`src/rtl/move_sequencer.sv`:
```
// rtl/move_sequencer.sv - point-to-point move sequencer: ramps a setpoint to a target, waits for settle, times out to FAULT.
// Setpoint arithmetic is done in 17 bits so 16-bit extremes never wrap.
module move_sequencer #(
  parameter int STEP           = 4,
  parameter int TICK_DIV       = 50000,
  parameter int TOL            = 8,
  parameter int SETTLE_CYCLES  = 100000,
  parameter int TIMEOUT_CYCLES = 24000000
) (
  input  logic        clk,
  input  logic        rst_raw,
  input  logic        cmd_valid,
  input  logic [15:0] cmd_target,
  output logic        cmd_ready,
  input  logic        abort,
  input  logic [15:0] position,
  output logic [15:0] setpoint,
  output logic        busy,
  output logic        done,
  output logic        fault
);

  typedef enum logic [1:0] {S_IDLE, S_RAMP, S_SETTLE, S_FAULT} state_t;

  state_t      state_q;
  logic [15:0] setpoint_q;
  logic [15:0] target_q;
  logic [31:0] tick_q;
  logic [31:0] settle_q;
  logic [31:0] timeout_q;
  logic        done_q;

  logic [16:0] diff, err, diff_abs, err_abs;
  logic [15:0] step_sp_d;
  logic [31:0] timeout_d;
  logic        ready, accept, tick_hit, in_tol, settle_hit, timeout_hit;

  assign diff     = {target_q[15], target_q} - {setpoint_q[15], setpoint_q};
  assign err      = {target_q[15], target_q} - {position[15], position};
  assign diff_abs = diff[16] ? (~diff + 17'd1) : diff;
  assign err_abs  = err[16] ? (~err + 17'd1) : err;

  // Only used when |diff| > STEP, so the step can never overshoot or wrap.
  assign step_sp_d = diff[16] ? (setpoint_q - 16'(STEP)) : (setpoint_q + 16'(STEP));
  assign timeout_d = (timeout_q == 32'hFFFF_FFFF) ? timeout_q : (timeout_q + 32'd1);

  assign ready       = (state_q == S_IDLE) || (state_q == S_FAULT);
  assign accept      = cmd_valid && ready && !abort;
  assign tick_hit    = (tick_q == 32'(TICK_DIV - 1));
  assign in_tol      = (err_abs <= 17'(TOL));
  assign settle_hit  = in_tol && (settle_q == 32'(SETTLE_CYCLES - 1));
  assign timeout_hit = (timeout_q == 32'(TIMEOUT_CYCLES - 1));

  always_ff @(posedge clk or negedge rst_raw) begin
    if (!rst_raw) begin
      state_q    <= S_IDLE;
      setpoint_q <= '0;
      target_q   <= '0;
      tick_q     <= '0;
      settle_q   <= '0;
      timeout_q  <= '0;
      done_q     <= 1'b0;
    end else begin
      done_q <= 1'b0;
      case (state_q)
        S_IDLE, S_FAULT: begin
          // FAULT zeroes controller drive by commanding the measured position.
          if (state_q == S_FAULT) setpoint_q <= position;
          if (accept) begin
            target_q  <= cmd_target;
            tick_q    <= '0;
            settle_q  <= '0;
            timeout_q <= '0;
            state_q   <= S_RAMP;
          end
        end
        S_RAMP: begin
          timeout_q <= timeout_d;
          if (abort) begin
            state_q <= S_IDLE;
          end else if (timeout_hit) begin
            state_q <= S_FAULT;
          end else begin
            tick_q <= tick_hit ? '0 : (tick_q + 32'd1);
            if (tick_hit) begin
              if (diff_abs <= 17'(STEP)) begin
                setpoint_q <= target_q;
                state_q    <= S_SETTLE;
              end else begin
                setpoint_q <= step_sp_d;
              end
            end
          end
        end
        S_SETTLE: begin
          timeout_q <= timeout_d;
          if (abort) begin
            state_q <= S_IDLE;
          end else if (settle_hit) begin
            state_q <= S_IDLE;
            done_q  <= 1'b1;
          end else if (timeout_hit) begin
            state_q <= S_FAULT;
          end else begin
            settle_q <= in_tol ? (settle_q + 32'd1) : '0;
          end
        end
        default: state_q <= S_IDLE;
      endcase
    end
  end

  assign cmd_ready = ready;
  assign busy      = (state_q == S_RAMP) || (state_q == S_SETTLE);
  assign fault     = (state_q == S_FAULT);
  assign done      = done_q;
  assign setpoint  = setpoint_q;

endmodule

```
`config.mk`:
```
export PLATFORM = sky130hd
export DESIGN_NAME = move_sequencer
export DESIGN_NICKNAME = d
export VERILOG_FILES = /design/src/rtl/move_sequencer.sv
export SDC_FILE = /design/constraint.sdc
export NUM_CORES = 1
export LEC_CHECK = 0
export ABC_AREA = 0
export CAP_MARGIN = 20
export CORE_MARGIN = 2
export CORE_UTILIZATION = 50
export CTS_BUF_LIST = sky130_fd_sc_hd__clkbuf_4
export CTS_CLUSTER_SIZE = 12
export DETAILED_ROUTE_END_ITERATION = 10
export DONT_BUFFER_PORTS = 1
export HOLD_SLACK_MARGIN = 0.1
export PLACE_DENSITY = 0.76
export SKIP_CTS_REPAIR_TIMING = 1
export SLEW_MARGIN = 30
export SYNTH_ARGS = -nofsm -noshare
export SYNTH_HDL_FRONTEND = slang
export SYNTH_SLANG_ARGS = --single-unit
```
`constraint.sdc`:
```
create_clock -name clk -period 4.8 [get_ports clk]
set_input_delay 1.44 -clock clk [delete_from_list [all_inputs] [get_ports clk]]
set_output_delay 1.44 -clock clk [all_outputs]
set_load 0.03 [all_outputs]
```
==> results of run 1 <==
## layer usage
layer	vias to the layer above	GRT usage, %
met5	-	0
met4	0	7.60
met3	41	5.06
met2	293	39.6
met1	4703	34.8
li1	4695	-
## state kept, by name (all words and copies together) (netlist names)
register,flops
target_q,16
settle_q,32
timeout_q,32
state_q,2
tick_q,32
done,1
setpoint,16
## cell usage in the layout (no fill, tap or decap), types with 6 or more instances in the layout
cell type    n
a21oi_1     47
bufinv_16    6
o31ai_1     52
nand3_1     60
xnor2_1     35
nor4_1      22
o21a_1      11
o21ai_0     37
nor3_1      28
a31oi_1     12
o211ai_1    12
nand4_1     25
or3_1        9
nand2b_1    18
dfrtp_1    131
nor2b_1     20
buf_4      119
clkbuf_4    18
ha_1        49
and3_1      24
mux2_2      15
o21ai_1     37
o31a_1      11
xor2_1      50
nand2_1     94
and4_1      11
nor4b_1      6
mux2i_1     14
a211oi_1    11
inv_1       61
a21o_1      13
nor2_1     121
and2_1      10
## kinds of logic (layout without fill, tap and decap cells)
logic type / after synthesis / after routing / share of synthesized area [%]
AND/OR/NAND/NOR: 482 / 482 / 24.3
AO/OA/AOI/OAI: 324 / 324 / 21.7
flip-flops: 131 / 131 / 32.0
buffers and inverters: 115 / 218 / 4.51
XOR/XNOR: 87 / 87 / 7.43
adder cells (fa/ha/maj): 56 / 56 / 7.03
multiplexers: 29 / 29 / 3.01
other: 0 / 1 / 0
## per-stage QoR
step           setup slack, ns  instance area (sq um)  total power [mW]
2_1_floorplan           -0.215                  10300              5.99
3_3_place_gp            -0.340                  11400              7.68
3_5_place_dp            -0.438                  11400              7.84
4_1_cts                -0.0885                  11800              8.85
5_1_grt                 -0.109                  11900              9.96
6_report                0.0955                  11900              9.16
## how the worst max path moves through the flow
stage	from	to	slack (ns)	cells after the start
after floorplan	position[0]	settle_q[8]$_DFFE_PN0P_	-0.21	15
after global placement	position[0]	settle_q[27]$_DFFE_PN0P_	-0.34	16
after CTS	target_q[0]$_DFFE_PN0P_	setpoint[14]$_DFFE_PN0P_	-0.09	24
after detailed placement	position[0]	settle_q[3]$_DFFE_PN0P_	-0.44	16
final	position[0]	settle_q[3]$_DFFE_PN0P_	0.1	16
after global routing	target_q[0]$_DFFE_PN0P_	setpoint[14]$_DFFE_PN0P_	-0.11	24
## final cells by class
cell class | count | share of cell area [%]
Multi-Input combinational cell | 978 | 56.4
Antenna cell | 1 | 0.0210
Timing Repair Buffer | 123 | 8.10
Sequential cell | 131 | 27.5
Tap cell | 270 | 2.84
Clock buffer | 18 | 1.13
Clock inverter | 14 | 1.95
Inverter | 63 | 1.99
## power by group
group / internal (mW) / switching [mW]
logic: 2.94 / 3.77
clock network: 0.522 / 0.456
registers: 1.27 / 0.193
## critical path, stage by stage
cell and delay, ns:
ha_4 0.12, inv_2 0.04, fa_2 0.41, xnor2_2 0.18
nand3_1 0.16, a2111oi_1 0.29, buf_4 0.18, nand4_1 0.19
or2_1 0.29, o32ai_1 0.28, a311oi_1 0.08, or4_4 0.43
nand4bb_4 0.21, or3_4 0.47, buf_12 0.17, o31ai_1 0.22
==> impl_metrics.csv, run 1 <==
group,metric,value,unit
cells_and_area,drive_above_1_share,17.3,%
critical_path,regToRegSetupSlack,0.12,ns
cells_and_area,multi_input_comb_area,6720,sq um
sta,max-slew-margin-rel,48.0,%
sta,tightest_slew,0.773,ns
detailed_routing,drt-total-wl,26500,microns
die,initial_core_util,50.9,%
clock_network,clk_path_buf_depth,2,
flow_run,drv_cap,0,
global_routing,overflow,0,
sta,finalCriticalPeriod,4.70,ns
worst_hold_path,min_from,"settle_q[10]$_DFFE_PN0P_",
placement,hpwlAfterDp,19100,microns
worst_hold_path,min_path_cells,1,
die,die_area,21700,sq um
die,io_pins,56,
clock_network,cts_tree,"yes",
cells_and_area,regArea,3280,sq um
detailed_routing,wl_met2,12200,microns
die,row_count,52,
synth,async_flop_share,100,%
clock_network,htreeDepth,4,
die,die_x,147,microns
critical_path,end_kind,"flop",
sta,max_freq,213,MHz
synth,ys_warn_count,0,
critical_path,required,5.25,ns
detailed_routing,avgViaCountPerCell,6.09,
detailed_routing,first_iter_violations,719,
placement,io_buffers,0,
synth,synthDominantCellAreaShare,32.0,%
placement,place_congestion,0.904,
cells_and_area,nFillCells,1770,
detailed_routing,met1_length,12300,microns
global_routing,grt_usage,25.0,%
detailed_routing,num_vias,9732,
synth,synth_area,10300,sq um
critical_path,r2r-start,"target_q[0]$_DFFE_PN0P_",
sta,setup_viol_count_final,0,
sta,hold_slack,0.513,ns
power,p_leak,5.24,nW
critical_path,cp.arrival,5.16,ns
sta,min_period_over_period,98.0,%
sta,final_hold_viol_count,0,
detailed_routing,avgRoutedWirePerCell,16.6,microns
clock_network,numCtsBuffers,17,
clock_network,root_buffer,"clkbuf_4",
synth,synth_edf_count,0,
sta,rsz0062_at_grt,"yes",
synth,synth_top_area_cell,"dfrtp_1",
die,fp.coreArea,20200,sq um
cells_and_area,nNetsFinal,1405,
critical_path,cp-start-kind,"primary input",
synth,synth_fp_nets,1315,
detailed_routing,drtAntennaViolNets,0,
cells_and_area,syn_to_final_growth,16.1,%
clock_network,clock_latency,0.57,ns
detailed_routing,drc,0,
clock_network,cts.clk_slew.worst_paths,0.11,ns
critical_path,path_max_fanout,11,
placement,place_inst,1565,
critical_path,reg2reg_to,"setpoint[14]$_DFFE_PN0P_",
detailed_routing,route.met3.wl,1390,microns
global_routing,grt_pass1_wl,45100,microns
worst_hold_path,holdPathEnd,"settle_q[10]$_DFFE_PN0P_",
clock_network,cts_sinks,131,
critical_path,crit_type,"in -> reg",
die,die_h,147,microns
power,pwr_density_cell,769,nW/um^2
synth,synth_common_cells,"dfrtp_1, nor2_1, nand2_1",
status,outcome,"finished clean",
global_routing,antenna_found_initial,1,
synth,synth.area.top_cells,"dfrtp_1, ha_1, nor2_1",
sta,finalClockSkew,0.0301,ns
synth,synth_ff_type,"dfrtp_1",
worst_hold_path,hold_path.class,"reg -> reg",
synth,ys_seq_elements,131,
detailed_routing,top_layer_used,"met4",
global_routing,grt_max_degree,132,
critical_path,r2r_cells,24,
cells_and_area,fin_util,59.1,%
synth,yosysUniqueCellTypes,82,
synth,yosysMostFrequentCell,"dfrtp_1",
power,ir_worst_vdd,0.789,mV
global_routing,grt_pass1_vias,9412,
synth,syn_avg_cell_area,8.38,sq um
sta,setup_tns,0,ns
cells_and_area,final_cell_count_no_fill,1598,
synth,yosysSeqAreaShare,32.0,%
detailed_routing,firstDrtPassIters,5,
sta,slew_violations,0,
synth,synthCells,1224,
No activity file was read; power rests on OpenSTA's default activity.
==> run 2: changes to the inputs <==
ABC_CLOCK_PERIOD_IN_PS = 4800   (was default)
==> results of run 2 <==
No change in the layout: final DEF, timing and power equal those of run 1.
